===== src/rtl/usart_pkg.sv =====
// usart_pkg: shared constants for the USART transmit path.
//   CLK_FREQ / UART_BPS / BPS_CNT : system clock, line rate and cycles per bit.
//   ST_*                          : 2-bit state encoding of the transmit feeder FSM.
package usart_pkg;

  localparam int CLK_FREQ = 50_000_000;
  localparam int UART_BPS = 115_200;
  localparam int BPS_CNT  = CLK_FREQ / UART_BPS;

  localparam logic [1:0] ST_IDLE      = 2'd0;
  localparam logic [1:0] ST_LOAD      = 2'd1;
  localparam logic [1:0] ST_STROBE    = 2'd2;
  localparam logic [1:0] ST_WAIT_DONE = 2'd3;

endpackage


===== src/rtl/usart_byte_fifo.sv =====
// usart_byte_fifo: single-clock byte FIFO with registered occupancy flags.
// Ports:
//   sys_clk, sys_rst_n : clock, asynchronous active-low reset
//   wr_en, wr_data     : push request and byte (ignored while full)
//   rd_en, rd_data     : pop request; rd_data always shows the head entry
//   fifo_full/empty    : registered occupancy flags
//   fifo_count         : registered occupancy 0..DEPTH
//   overflow           : one-cycle pulse after a write was rejected while full
module usart_byte_fifo
  import usart_pkg::*;
#(
  parameter int DEPTH  = 16,
  parameter int ADDR_W = 4
) (
  input  logic              sys_clk,
  input  logic              sys_rst_n,
  input  logic              wr_en,
  input  logic [7:0]        wr_data,
  input  logic              rd_en,
  output logic [7:0]        rd_data,
  output logic              fifo_full,
  output logic              fifo_empty,
  output logic [ADDR_W:0]   fifo_count,
  output logic              overflow
);

  localparam logic [ADDR_W-1:0] PTR_ONE = ADDR_W'(1);
  localparam logic [ADDR_W:0]   CNT_ONE = (ADDR_W + 1)'(1);
  localparam logic [ADDR_W:0]   CNT_MAX = (ADDR_W + 1)'(DEPTH);

  logic [7:0]        mem_r [DEPTH];
  logic [ADDR_W-1:0] wr_ptr_r;
  logic [ADDR_W-1:0] rd_ptr_r;
  logic [ADDR_W:0]   count_r;
  logic [ADDR_W:0]   count_next_s;
  logic              full_r;
  logic              empty_r;
  logic              overflow_r;
  logic              push_s;
  logic              pop_s;

  // Full is the registered flag, so a same-cycle pop never frees room for a write.
  assign push_s  = wr_en && !full_r;
  assign pop_s   = rd_en && !empty_r;
  assign rd_data = mem_r[rd_ptr_r];

  // Next occupancy; a simultaneous push and pop leave it unchanged.
  always_comb begin
    count_next_s = count_r;
    case ({push_s, pop_s})
      2'b10:   count_next_s = count_r + CNT_ONE;
      2'b01:   count_next_s = count_r - CNT_ONE;
      default: count_next_s = count_r;
    endcase
  end

  // Pointers, occupancy, flags and the overflow pulse.
  always_ff @(posedge sys_clk or negedge sys_rst_n) begin
    if (!sys_rst_n) begin
      wr_ptr_r   <= '0;
      rd_ptr_r   <= '0;
      count_r    <= '0;
      full_r     <= 1'b0;
      empty_r    <= 1'b1;
      overflow_r <= 1'b0;
    end else begin
      if (push_s) wr_ptr_r <= wr_ptr_r + PTR_ONE;
      if (pop_s)  rd_ptr_r <= rd_ptr_r + PTR_ONE;
      count_r    <= count_next_s;
      full_r     <= (count_next_s == CNT_MAX);
      empty_r    <= (count_next_s == '0);
      overflow_r <= wr_en && full_r;
    end
  end

  // Storage array; contents need no reset because occupancy gates every read.
  always_ff @(posedge sys_clk) begin
    if (push_s) mem_r[wr_ptr_r] <= wr_data;
  end

  assign fifo_full  = full_r;
  assign fifo_empty = empty_r;
  assign fifo_count = count_r;
  assign overflow   = overflow_r;

endmodule


===== src/rtl/usart_tx_feeder.sv =====
// usart_tx_feeder: queues bytes and hands them one at a time to the USART
// transmitter with a clean usart_en rising edge per byte and an ack watchdog.
// Ports:
//   sys_clk, sys_rst_n       : clock, asynchronous active-low reset
//   wr_en, wr_data           : byte push into the queue
//   fifo_full/empty/count    : queue occupancy
//   overflow                 : pulse when a push was dropped (queue full)
//   ack_err                  : pulse when the transmitter never raised busy
//   usart_en, usart_din      : request strobe and data to the transmitter
//   usart_tx_busy            : transmitter frame-in-progress flag
//   tx_idle                  : FSM idle and queue empty
module usart_tx_feeder
  import usart_pkg::*;
#(
  parameter int DEPTH       = 16,
  parameter int ADDR_W      = 4,
  parameter int ACK_TIMEOUT = 8
) (
  input  logic              sys_clk,
  input  logic              sys_rst_n,
  input  logic              wr_en,
  input  logic [7:0]        wr_data,
  output logic              fifo_full,
  output logic              fifo_empty,
  output logic [ADDR_W:0]   fifo_count,
  output logic              overflow,
  output logic              ack_err,
  output logic              usart_en,
  output logic [7:0]        usart_din,
  input  logic              usart_tx_busy,
  output logic              tx_idle
);

  localparam logic [7:0]      TMO_LAST = 8'(ACK_TIMEOUT - 1);
  localparam logic [ADDR_W:0] CNT_ONE  = (ADDR_W + 1)'(1);

  logic [1:0] state_r;
  logic [1:0] state_next_s;
  logic       pop_s;
  logic       push_s;
  logic       timeout_s;
  logic       cnt_zero_next_s;
  logic [7:0] tmo_cnt_r;
  logic       usart_en_r;
  logic [7:0] usart_din_r;
  logic       ack_err_r;
  logic       tx_idle_r;
  logic [7:0] fifo_rd_data_s;

  usart_byte_fifo #(
    .DEPTH  (DEPTH),
    .ADDR_W (ADDR_W)
  ) u_fifo (
    .sys_clk    (sys_clk),
    .sys_rst_n  (sys_rst_n),
    .wr_en      (wr_en),
    .wr_data    (wr_data),
    .rd_en      (pop_s),
    .rd_data    (fifo_rd_data_s),
    .fifo_full  (fifo_full),
    .fifo_empty (fifo_empty),
    .fifo_count (fifo_count),
    .overflow   (overflow)
  );

  assign push_s = wr_en && !fifo_full;

  // Next-state logic; the only pop happens on the IDLE->LOAD transition.
  always_comb begin
    state_next_s = state_r;
    pop_s        = 1'b0;
    timeout_s    = 1'b0;
    case (state_r)
      ST_IDLE: begin
        if (!fifo_empty && !usart_tx_busy) begin
          pop_s        = 1'b1;
          state_next_s = ST_LOAD;
        end else begin
          state_next_s = ST_IDLE;
        end
      end
      ST_LOAD: state_next_s = ST_STROBE;
      ST_STROBE: begin
        if (usart_tx_busy) begin
          state_next_s = ST_WAIT_DONE;
        end else if (tmo_cnt_r == TMO_LAST) begin
          timeout_s    = 1'b1;
          state_next_s = ST_IDLE;
        end else begin
          state_next_s = ST_STROBE;
        end
      end
      ST_WAIT_DONE: begin
        if (usart_tx_busy) begin
          state_next_s = ST_WAIT_DONE;
        end else begin
          state_next_s = ST_IDLE;
        end
      end
      default: state_next_s = ST_IDLE;
    endcase
  end

  // Predicts an empty queue after this edge so tx_idle can be registered.
  always_comb begin
    cnt_zero_next_s = fifo_empty;
    if (push_s) begin
      cnt_zero_next_s = 1'b0;
    end else if (pop_s) begin
      cnt_zero_next_s = (fifo_count == CNT_ONE);
    end else begin
      cnt_zero_next_s = fifo_empty;
    end
  end

  // FSM state, registered strobe/data/pulses and the ack watchdog counter.
  always_ff @(posedge sys_clk or negedge sys_rst_n) begin
    if (!sys_rst_n) begin
      state_r     <= ST_IDLE;
      usart_en_r  <= 1'b0;
      usart_din_r <= 8'h00;
      tmo_cnt_r   <= 8'h00;
      ack_err_r   <= 1'b0;
      tx_idle_r   <= 1'b1;
    end else begin
      state_r    <= state_next_s;
      // usart_en is high exactly while the FSM sits in STROBE.
      usart_en_r <= (state_next_s == ST_STROBE);
      if (pop_s) usart_din_r <= fifo_rd_data_s;
      // STROBE is only entered from LOAD, where the counter is already zero.
      if (state_r == ST_STROBE) begin
        tmo_cnt_r <= tmo_cnt_r + 8'd1;
      end else begin
        tmo_cnt_r <= 8'd0;
      end
      ack_err_r <= timeout_s;
      tx_idle_r <= (state_next_s == ST_IDLE) && cnt_zero_next_s;
    end
  end

  assign usart_en  = usart_en_r;
  assign usart_din = usart_din_r;
  assign ack_err   = ack_err_r;
  assign tx_idle   = tx_idle_r;

endmodule


===== config.mk =====
export PLATFORM = sky130hd
export DESIGN_NAME = usart_tx_feeder
export DESIGN_NICKNAME = d
export VERILOG_FILES = /design/src/rtl/usart_pkg.sv /design/src/rtl/usart_byte_fifo.sv /design/src/rtl/usart_tx_feeder.sv
export SDC_FILE = /design/constraint.sdc
export NUM_CORES = 1
export LEC_CHECK = 0
export ABC_AREA = 0
export BUFFER_PORTS_ARGS = -buffer_cell sky130_fd_sc_hd__buf_2
export CORE_UTILIZATION = 45
export DETAILED_ROUTE_END_ITERATION = 12
export GPL_TIMING_DRIVEN = 0
export MAX_ROUTING_LAYER = met4
export SLEW_MARGIN = 20
export SYNTH_ARGS = -nofsm -noshare
export SYNTH_HDL_FRONTEND = slang
export SYNTH_HIERARCHICAL = 1
export SYNTH_SLANG_ARGS = --single-unit

===== constraint.sdc =====
create_clock -name sys_clk -period 6.9 [get_ports sys_clk]
set_input_delay 0.345 -clock sys_clk [delete_from_list [all_inputs] [get_ports sys_clk]]
set_output_delay 0.345 -clock sys_clk [all_outputs]
set_load 0.03 [all_outputs]

* Yosys cells after proc, flatten, opt, wreduce, memory -nomap -nowiden
Memories as Yosys holds them, arrays and structs flattened. A register that Yosys moved wholly into a read port is not among the register bits.
Cells that the tools add are included.
** Storage, ports and cells
- Flip-flop bits (word level) :: 29
- Memories kept :: 1
- Logic and storage cells :: 54
- Input bits :: 12
- Bits in writable memories :: 128
- Output and inout bits :: 19
** Memories
- u_fifo.mem_r :: depth 16, width 8, rd ports 1, clocked after Yosys merged registers in 1, wr ports 1, RTL line usart_byte_fifo.sv:31 : logic [7:0] mem_r [DEPTH];
** Cells by class
- Add/subtract/negate cells :: 5
- Multiplexer cells :: 16
- Reductions and logical operators :: 12
- Eq/ne operators :: 9
** Operator list (count)
- 2-to-1 mux 1 bit :: 10
- case mux 5 bit (2 select lines) :: 1
- adder 4 x 1 -> 4 bit (second input constant) :: 2
- adder 8 x 1 -> 8 bit (second input constant) :: 1
- == test 2 bit (second input constant) :: 4
- == test 8 x 3 -> 1 bit (second input constant) :: 1
- 2-to-1 mux 8 bit :: 1
- case mux 2 bit (4 select lines) :: 1
- 2-to-1 mux 2 bit :: 3
- adder 5 x 1 -> 5 bit (second input constant) :: 1
- == test 5 x 1 -> 1 bit (second input constant) :: 1
- == test 5 bit (second input constant) :: 1
- logical AND 1 bit :: 5
- logical NOT 5 bit :: 1
- subtractor 5 x 1 -> 5 bit (second input constant) :: 1
- == test 2 x 1 -> 1 bit (second input constant) :: 2
- logical NOT 1 bit :: 4
- logical NOT 2 bit :: 2

* Logic depth before layout (Yosys ltp)
Gate-level depths: netlist of the first run.
- Depth in word-level cells :: 8
- Mapped depth :: 12

* Hierarchy
Netlist of the first run, hierarchy kept.
** By module, submodules not included
- usart_byte_fifo :: seq. area each 4245.3 um^2, times used 1, cells each 283, area an instance 5949.5 um^2
- usart_tx_feeder :: seq. area each 526.8 um^2, times used 1, cells each 70, area an instance 915.9 um^2

* Worst setup path before layout of the first run
OpenSTA, ideal clock, no wires.
- Kind :: flip-flop to flip-flop
- Start :: reg u_fifo.empty_r (netlist: u_fifo/fifo_empty)
- End :: reg u_fifo.full_r (netlist: u_fifo/fifo_full)
- Required time :: 6.812 ns
- Period minus slack after synthesis :: 3.137 ns
- Cell stages (with the launch flop) :: 13
- Data arrival time :: 3.049 ns
- Buffers on the path :: 2
- Path slack :: 3.763 ns
- Setup time :: 0.088 ns
- Path through :: dfstp_2 > nor4_4 > nor2b_1 > clkbuf_1 > ha_1 > buf_2 > xor2_1 > ha_1 > a21oi_1 > mux2i_1 > xnor2_1 > or2_2 > nor3b_1
** Between the ends
- Longest elaborated chain between the ends :: 8
- Elaborated cells between the ends (all ways) :: 9
- Those cells by class :: 3 x eq/ne; 3 x mux; 3 x reduce/logical
** RTL lines
- from (decl) :: RTL line usart_byte_fifo.sv:37 : logic empty_r;
- from (signal assigned) :: RTL line usart_byte_fifo.sv:71 : empty_r <= (count_next_s == '0);
- logical NOT 1 bit (*) :: RTL line usart_tx_feeder.sv:75 : if (!fifo_empty && !usart_tx_busy) begin
- logical AND 1 bit (*) :: RTL line usart_tx_feeder.sv:75
- 2-to-1 mux 1 bit (*) :: RTL line usart_tx_feeder.sv:75
- 2-to-1 mux 1 bit (*) :: RTL line usart_tx_feeder.sv:73 : case (state_r)
- net pop_s :: RTL line usart_tx_feeder.sv:39 : logic pop_s;
- logical AND 1 bit (*) :: RTL line usart_byte_fifo.sv:44 : assign pop_s = rd_en && !empty_r;
- == test 2 x 1 -> 1 bit or == test 2 bit (tied branches) :: RTL line usart_byte_fifo.sv:50 : case ({push_s, pop_s})
- case mux 5 bit (2 select lines) (*) :: RTL line usart_byte_fifo.sv:50
- net u_fifo.count_next_s[2] :: RTL line usart_byte_fifo.sv:35 : logic [ADDR_W:0] count_next_s;
- == test 5 bit (*) :: RTL line usart_byte_fifo.sv:70 : full_r <= (count_next_s == CNT_MAX);
- to (signal assigned) :: RTL line usart_byte_fifo.sv:70
- to (decl) :: RTL line usart_byte_fifo.sv:36 : logic full_r;
Mark *: on every way through the listed nets, which the timed path passes. The rest lies on a longest branch.
A chain may end at the register's enable or synchronous reset.

* Worst setup path in the final report of the first run
Same ends and word-level chain as after synthesis.

==> results of run 1 <==
==> layout make-up <==
type	instances	area [um2]	share of cell area
buffer	17	103	0.0131
tap	184	230	0.0294
inverter	5	18.8	0.00240
timing repair buffer	30	150	0.0192
clock inverter	13	156	0.0200
sequential	165	4770	0.609
clock buffer	19	433	0.0553
multi-input combinational	166	1970	0.252
==> worst max-delay path by stage <==
stage,start,end,slack [ns]
after detailed placement,usart_tx_busy,u_fifo/fifo_full,3.20
after global placement,usart_tx_busy,u_fifo/fifo_full,3.33
after global routing,u_fifo/fifo_empty,u_fifo/fifo_full,3.00
final,u_fifo/fifo_empty,u_fifo/fifo_full,3.27
after floorplan,u_fifo/fifo_empty,u_fifo/fifo_full,3.76
after CTS,u_fifo/fifo_empty,u_fifo/fifo_full,3.22
==> layout by cell type (no fill, tap or decap), types with 9 or more instances in the layout <==
cell type,count
mux4_1,30
buf_2,34
nand2_1,9
clkbuf_16,17
and2_1,18
mux4_2,10
dfrtp_1,35
clkbuf_1,10
edfxtp_1,128
ha_1,9
==> through the flow <==
step	std cells	area, um2	worst slack, ns	hold slack, ns	utilization
detailed placement	567	7250	3.20	0.487	0.493
global placement	567	7250	3.33	0.448	0.493
CTS	599	7840	3.22	0.0508	0.533
global route	599	7840	3.00	0.0945	0.533
finish	599	7840	3.27	0.0233	0.533
floorplan	353	6870	3.76	0.0494	-
==> registers in the layout, summed over array words and instances, names as in the netlist, 2 cells and up <==
signal             cells
tmo_cnt_r              8
u_fifo/mem_r         128
usart_din              8
u_fifo/fifo_count      5
state_r                2
u_fifo/wr_ptr_r        4
u_fifo/rd_ptr_r        4
==> cell families (layout without fill, tap and decap cells) <==
| kind of cell | Yosys count | in the layout | synth area share |
|---|---|---|---|
| fa+ha+maj | 9 | 9 | 0.0164 |
| xor+xnor | 14 | 14 | 0.0179 |
| mux | 52 | 52 | 0.171 |
| simple gates | 71 | 71 | 0.0634 |
| flops | 165 | 165 | 0.695 |
| buf+inv | 22 | 84 | 0.0177 |
| compound gates | 20 | 20 | 0.0182 |
==> worst max-delay path: cells and delay by family, from the launching register on <==
kind,cells,cell delay (ns)
AO/OA/AOI/OAI,1,0.15
XOR/XNOR,2,0.19
adder cells (fa/ha/maj),2,0.46
buffers and inverters,2,0.51
flip-flops,1,0.40
multiplexers,1,0.25
AND/OR/NAND/NOR,4,1.55
==> power groups by stage <==
| stage | sequential, uW | combinational, uW | clock [uW] |
|---|---|---|---|
| finish | 1320 | 1020 | 937 |
| floorplan | 1420 | 654 | 0 |
| global placement | 1330 | 1020 | 0 |
| global route | 1340 | 1100 | 1000 |
| CTS | 1320 | 1030 | 960 |
| detailed placement | 1340 | 1030 | 0 |
==> layer usage <==
metal,global-route usage,up-vias,share of wire
met1,0.248,1719,0.46
li1,-,1524,-
met2,0.272,78,0.48
met3,0.0428,13,0.043
met5,-,-,0
met4,0.0624,0,0.011
==> flow_summary.toml, run 1 <==
[placement]
gp_congestion = 0.748
dp_hpwl_mm = 8.39
io_buffers = 30

[clock_tree]
clock_sinks = 165
clk_pin_slew_worst_paths_ns = 0.06
cts_max_path_buffers = 2
cts_buffers = 17
post-cts-setup-buffer-count = 0
htreeDepth = 4
cts_tree = "yes"
cts_hold_buf = 0
root_buffer = "clkbuf_16"
cts.repair.resized = 0
clk_latency_ns = 0.43

[route]
vias = 3334
drt_pass1_iterations = 8
avgRoutedWirePerCell_um = 21.1
vias_per_cell = 5.57
drtIter0Drc = 211
drc = 3
ant_nets = 0
wl_mm = 12.7

[worst_setup_path]
criticalPathCategory = "flop to flop"
crit_chain = "nor4_4 -> nor2b_1 -> clkbuf_1 -> ha_1 -> buf_2 -> xor2_1 -> ha_1 -> a21oi_1 -> mux2i_1 -> xnor2_1 -> or2_2 -> nor3b_1"
worstPathRequired_ns = 7.22
r2r-end = "u_fifo/fifo_full"
cpPeakStageDelay_ns = 0.77
reg2reg_slack_ns = 3.27
r2r-start = "u_fifo/fifo_empty"
cp_common_cell = "ha_1"
rr_worst_depth = 12
arrival_ns = 3.94
critPathSlowestCell = "nor4_4"
start_kind = "flop"
crit_path_max_fanout = 10
crit_path_end_kind = "flop"

[hold_path]
hold_path_class = "primary input to async pin"

[synthesis]
synth_cell_types = 44
synth_flop_cell = "edfxtp_1"
synth.most_common_cell = "edfxtp_1"
avgSynthCellArea_um2 = 19.4
synth_nets = 374
ys_warn_count = 6
yosysSeqAreaShare = 0.695
synth_edf_count = 128
syn_area_um2 = 6870
synth_top_area_share = 0.560
synth_seq_cells = 165
synthTopCellsByArea = "edfxtp_1 (56%), dfrtp_1 (13%), mux4_1 (11%)"
synth_cells = 353
synth_common_cells = "edfxtp_1 (128), dfrtp_1 (35), mux4_1 (30)"
synth_largest_area_cell = "edfxtp_1"
async_flop_share = 0.224

[power]
powerDensity_nw_per_um2 = 418
power_uw = 3270
peakVddDrop_v = 0.000228
p_switching_uw = 1000
p_leak_uw = 0.00285
power.internal_uw = 2270
seqPwrFrac = 0.403
clock_power_share = 0.286
swShare = 0.306
power_frac_comb = 0.311

[timing]
final-max-slew-violation-count = 0
fmax_mhz = 276
tightest_slew_ns = 0.876
min_period_ns = 3.63
rsz0062_at_grt = "false"
setup_tns_ns = 0
hold_viol = 0
period_share = 0.525
setup_viol = 0
fin_worst_skew_ns = 0.0115
slew_headroom = 0.416

[die]
initial_core_util = 0.467
ioPinCount = 31
die_height_um = 126
rows = 44
coreArea_um2 = 14700
die_w_um = 126
fp.dieArea_um2 = 15800

[grt]
grt_max_degree = 38
grt_pass1_wl_mm = 19.9
grtUsageTotal = 0.183
grt.overflow.total = 0
antenna_found_initial = 0
grt_pass1_vias = 3342

[finish]
fin_nets = 423
drive_gt1_frac = 0.231
areaGrowthSynthToFinish_pct = 14.1
n_fill_cell = 1155
diodes = 0

[flow_run]
cap_viol_max_count = 0

[run_status]
violations = "design-rule violations"
outcome = "complete, but fails checks"
No activity file was read; power rests on OpenSTA's default activity.
==> run 2, diff against run 1 <==
--- a/config.mk
+++ b/config.mk
@@ -5,7 +5,7 @@
 export SDC_FILE = /design/constraint.sdc
 export NUM_CORES = 1
 export LEC_CHECK = 0
-export ABC_AREA = 0
+export ABC_AREA = 1
 export BUFFER_PORTS_ARGS = -buffer_cell sky130_fd_sc_hd__buf_2
 export CORE_UTILIZATION = 45
 export DETAILED_ROUTE_END_ITERATION = 12
==> constraint.sdc (replaced) <==
create_clock -name sys_clk -period 3.1 [get_ports sys_clk]
set_input_delay 0.155 -clock sys_clk [delete_from_list [all_inputs] [get_ports sys_clk]]
set_output_delay 0.155 -clock sys_clk [all_outputs]
set_load 0.03 [all_outputs]
==> flow_summary.toml, run 2 <==
[worst_setup_path]
criticalPathCategory = "flop to flop"
start_kind = "flop"
crit_chain = "nor2_2 -> nand2_4 -> inv_6 -> inv_1 -> nor2_1 -> ha_1 -> nand2_1 -> inv_2 -> nor2_2 -> ha_1 -> nand2_1 -> nand2_1 -> or2_0 -> nor2_1 -> nand3_1 -> nor2_1"
rr_worst_depth = 16
cpPeakStageDelay_ns = 0.43
crit_path_max_fanout = 10
crit_path_end_kind = "flop"
critPathSlowestCell = "dfrtp_1"
worstPathRequired_ns = 3.45
r2r-start = "state_r[0]"
r2r-end = "u_fifo/fifo_full"
reg2reg_slack_ns = 0.31
arrival_ns = 3.14

[synthesis]
synth_nets = 626
synth_seq_cells = 165
syn_area_um2 = 6960
async_flop_share = 0.224
synth_largest_area_cell = "edfxtp_1"
synth_top_area_share = 0.552
synth_flop_cell = "edfxtp_1"
synth_edf_count = 128
synthTopCellsByArea = "edfxtp_1 (55%), dfrtp_1 (13%), nor2_1 (6.8%)"
ys_warn_count = 6
yosysSeqAreaShare = 0.685
synth_common_cells = "edfxtp_1 (128), nor2_1 (127), nand2_1 (82)"
synth_cells = 605
synth_cell_types = 31
synth.most_common_cell = "edfxtp_1"
avgSynthCellArea_um2 = 11.5

[timing]
tightest_slew_ns = 1.09
setup_tns_ns = 0
final-max-slew-violation-count = 0
setup_viol = 0
slew_headroom = 0.269
min_period_ns = 2.79
fin_worst_skew_ns = 0.0130
fmax_mhz = 359
hold_viol = 0
rsz0062_at_grt = "false"
period_share = 0.899
fin_ws_ns = 0.313

[run_status]
outcome = "complete, no violations"

[finish]
fin_nets = 678
areaGrowthSynthToFinish_pct = 15.0
layout_commonest_cell = "edfxtp_1"
final_cells = 858
diodes = 0
largest_reg_flops = 128
final_cell_mix = "edfxtp_1 (128), nor2_1 (127), nand2_1 (82)"
regMostFlops = "u_fifo/mem_r"
drive_gt1_frac = 0.164
n_fill_cell = 1311
final_core_util = 0.529

[placement]
dp.cells = 823
io_buffers = 30
pre_cts_ws_ns = 0.286
dp_hpwl_mm = 11.2
gp_congestion = 0.857

[die]
initial_core_util = 0.460
ioPinCount = 31
die_w_um = 126
die_height_um = 126
coreArea_um2 = 15100
fp.dieArea_um2 = 16000
rows = 45

[clock_tree]
htreeDepth = 4
post-cts-setup-buffer-count = 0
cts_buffers = 17
cts_hold_buf = 3
clk_pin_slew_worst_paths_ns = 0.06
cts_tree = "yes"
clk_latency_ns = 0.42
cts.repair.resized = 0
root_buffer = "clkbuf_16"
cts_max_path_buffers = 2
clock_sinks = 165

[power]
peakVddDrop_v = 0.000417
powerDensity_nw_per_um2 = 990
p_leak_uw = 0.00306
power_uw = 7930

[hold_path]
min_from = "wr_data[1]"
hold_depth = 1
hold_path_class = "primary input to flop"
min_to = "u_fifo/mem_r[2][1]"

[grt]
grt_max_degree = 38
grt.overflow.total = 0
grt_pass1_wl_mm = 25.6
antenna_found_initial = 0
grtUsageTotal = 0.228
grt_pass1_vias = 4461

[route]
avgRoutedWirePerCell_um = 19.1
wl_mm = 16.4
vias_per_cell = 5.41
ant_nets = 0
drt_pass1_iterations = 7
vias = 4645
drc = 0
drtIter0Drc = 403

[flow_run]
cap_viol_max_count = 0
## run 2: worst max-delay path: cells and delay by family, from the launching register on
family / cells / cell delay, ns
buf+inv: 3 / 0.24
fa+ha+maj: 2 / 0.61
simple gates: 11 / 1.44
flops: 1 / 0.43
## run 2: logic make-up (layout without fill, tap and decap cells)
logic type      after synthesis  in the layout  share of synthesized area
mux                           1              1                    0.00162
buf+inv                      56            121                     0.0395
fa+ha+maj                     9              9                     0.0162
flops                       165            165                      0.685
xor+xnor                      8              8                     0.0101
simple gates                250            250                      0.148
compound gates              116            116                     0.0992
## run 2: cell type report
cell class / instances / area [um2] / area share
flip-flops and latches: 165 / 4770 / 0.596
well taps: 188 / 235 / 0.0294
inverters: 32 / 130 / 0.0162
clock inverters: 15 / 204 / 0.0255
repair buffers: 33 / 180 / 0.0225
multi-input cells: 384 / 1920 / 0.239
clock buffers: 17 / 425 / 0.0531
plain buffers: 24 / 145 / 0.0181
## run 2: stage by stage
step | area (um2) | hold slack (ns)
3_5_place_dp | 7350 | 0.294
3_3_place_gp | 7350 | 0.289
2_1_floorplan | 6960 | -0.141
5_1_grt | 8010 | 0.140
6_report | 8010 | 0.150
4_1_cts | 8010 | 0.141
## run 2: routing by layer
layer / vias to the layer above / part of all wire / global-route usage
met2: 137 / 0.47 / 0.357
met1: 2294 / 0.46 / 0.305
met5: - / 0 / -
li1: 2205 / - / -
met4: 0 / 0.0076 / 0.0510
met3: 9 / 0.056 / 0.0515
## run 2: how the worst max path moves through the flow
stage	startpoint	end	slack, ns	cells past startpoint
floorplan	u_fifo/fifo_empty	u_fifo/fifo_full	0.61	16
global placement	state_r[0]	u_fifo/fifo_full	0.33	16
detailed placement	state_r[0]	u_fifo/fifo_full	0.29	16
CTS	state_r[0]	u_fifo/fifo_full	0.26	16
global route	state_r[0]	u_fifo/fifo_full	0.05	19
finish	state_r[0]	u_fifo/fifo_full	0.31	16
## run 2: power by group
group          switching [uW]  total [uW]  leakage [uW]  internal [uW]
Sequential                188        2920       0.00162           2740
Clock                     852        2210      0.000298           1350
Combinational            1960        2800       0.00114            833
Total                    3000        7930       0.00306           4920
==> run 3, diff against run 2 <==
--- a/config.mk
+++ b/config.mk
@@ -7,10 +7,13 @@
 export LEC_CHECK = 0
 export ABC_AREA = 1
 export BUFFER_PORTS_ARGS = -buffer_cell sky130_fd_sc_hd__buf_2
+export CELL_PAD_IN_SITES_DETAIL_PLACEMENT = 1
+export CELL_PAD_IN_SITES_GLOBAL_PLACEMENT = 1
 export CORE_UTILIZATION = 45
 export DETAILED_ROUTE_END_ITERATION = 12
 export GPL_TIMING_DRIVEN = 0
 export MAX_ROUTING_LAYER = met4
+export PLACE_DENSITY = 0.84
 export SLEW_MARGIN = 20
 export SYNTH_ARGS = -nofsm -noshare
 export SYNTH_HDL_FRONTEND = slang
==> constraint.sdc (replaced) <==
create_clock -name sys_clk -period 3.15 [get_ports sys_clk]
set_input_delay 0.1575 -clock sys_clk [delete_from_list [all_inputs] [get_ports sys_clk]]
set_output_delay 0.1575 -clock sys_clk [all_outputs]
set_load 0.03 [all_outputs]
==> flow_summary.toml, run 3 (synthesis results as in run 2) <==
[route]
drc = 0
avgRoutedWirePerCell_um = 21.8
drtIter0Drc = 474
wl_mm = 18.7
drt_pass1_iterations = 5
wl_met1_mm = 7.99
ant_nets = 0
vias = 4903
vias_per_cell = 5.71
met2WireLength_mm = 9.44
met3_wirelength_mm = 1.01
highest_layer = "met4"

[worst_setup_path]
critPathSlowestCell = "dfrtp_1"
cpPeakStageDelay_ns = 0.44
rr_worst_depth = 15
crit_chain = "nor2_2 -> nand2_4 -> inv_6 -> inv_1 -> nor2_2 -> ha_1 -> nor2_1 -> nor2_2 -> ha_1 -> nand2_1 -> nand2_1 -> or2_0 -> nor2_1 -> nand3_1 -> nor2_1"
criticalPathCategory = "flop to flop"
worstPathRequired_ns = 3.51
start_kind = "flop"
crit_path_max_fanout = 10
arrival_ns = 3.13
crit_path_end_kind = "flop"

[timing]
setup_viol = 0
fin_worst_skew_ns = 0.0128
hold_viol = 0
tightest_slew_ns = 1.02
fmax_mhz = 361
setup_tns_ns = 0
rsz0062_at_grt = "false"
slew_headroom = 0.321
min_period_ns = 2.77
period_share = 0.879
final-max-slew-violation-count = 0

[clock_tree]
cts_max_path_buffers = 2
clk_latency_ns = 0.43
cts_tree = "yes"
root_buffer = "clkbuf_16"
clock_sinks = 165
htreeDepth = 4
cts_buffers = 17
clk_pin_slew_worst_paths_ns = 0.07
post-cts-setup-buffer-count = 0

[placement]
io_buffers = 30
place_area_um2 = 7350
dp_hpwl_mm = 12.7
gp_congestion = 0.874

[die]
die_w_um = 126
rows = 45
ioPinCount = 31
coreArea_um2 = 15100
die_height_um = 126
initial_core_util = 0.460
fp.dieArea_um2 = 16000

[finish]
areaGrowthSynthToFinish_pct = 13.8
n_fill_cell = 1617
fin_nets = 678
final_cell_mix = "edfxtp_1 (128), nor2_1 (126), nand2_1 (82)"
drive_gt1_frac = 0.160
regMostFlops = "u_fifo/mem_r"
largest_reg_flops = 128
final_area_um2 = 7920
layout_commonest_cell = "edfxtp_1"

[grt]
grt.overflow.total = 0
grt_pass1_wl_mm = 29.0
grt_pass1_vias = 5159
antenna_found_initial = 2
grtUsageTotal = 0.257
grt_max_degree = 38

[power]
p_leak_uw = 0.00302
powerDensity_nw_per_um2 = 968
peakVddDrop_v = 0.000508

[hold_path]
hold_path_class = "primary input to flop"
hold_depth = 1

[run_status]
outcome = "complete, no violations"

[flow_run]
cap_viol_max_count = 0
-- run 3: cell count changes in the layout (fill, tap and decap cells not counted) --
cell and delta:
bufinv_16 -3, clkinv_1 +3, clkinv_2 +2, clkinvlp_4 -2
diode_2 +2, inv_6 -1, nor2_1 -1, nor2_2 +1
-- run 3: layer usage --
metal  track usage  up-vias
li1              -     2210
met1         0.308     2475
met2         0.429      187
met3        0.0574       31
met4        0.0893        0
met5             -        -
-- run 3: timing repair --
item / CTS / global route
endpoints found under the hold margin: 37 / 0
hold buffers: 3 / 0
resized for setup: 0 / 1
endpoints found under the setup margin: 0 / 2
-- run 3: path summary, 6_finish.rpt --
kind                              start            endpoint  slack [ns]
max                          state_r[0]    u_fifo/fifo_full        0.38
min                          wr_data[6]  u_fifo/mem_r[3][6]        0.13
max reg2reg                  state_r[0]    u_fifo/fifo_full        0.38
min reg2reg                tmo_cnt_r[0]        tmo_cnt_r[0]        0.47
max in group asynchronous     sys_rst_n        usart_din[5]        2.29
min in group asynchronous     sys_rst_n        tmo_cnt_r[7]        0.34
-- run 3: cell type report --
class | instances | area, um2 | share of cell area
Sequential cell | 165 | 4770 | 0.602
Multi-Input combinational cell | 384 | 1920 | 0.242
Clock buffer | 17 | 425 | 0.0537
Tap cell | 188 | 235 | 0.0297
Timing Repair Buffer | 33 | 180 | 0.0227
Buffer | 24 | 145 | 0.0183
Inverter | 32 | 130 | 0.0164
Clock inverter | 14 | 111 | 0.0141
Antenna cell | 2 | 5.00 | 0.000632
-- run 3: worst max-delay path: cells and delay by family (launching register included) --
family | cells | cell delay [ns]
adders and majority gates | 2 | 0.61
buffers and inverters | 2 | 0.16
DFF | 1 | 0.44
and+or+nand+nor | 11 | 1.49
-- run 3: per-stage QoR --
step	power, uW	cells	util	worst slack [ns]	hold slack [ns]
6_report	7670	859	0.523	0.380	0.126
5_1_grt	8040	859	0.523	0.121	0.143
4_1_cts	7660	857	0.523	0.189	0.118
3_5_place_dp	5720	823	0.485	0.189	0.290
3_3_place_gp	5500	823	0.485	0.362	0.280
2_1_floorplan	4750	605	-	0.665	-0.138
-- run 3: power breakdown --
group | switching [uW] | internal [uW]
combinational | 2050 | 825
clock | 820 | 1070
sequential | 208 | 2690
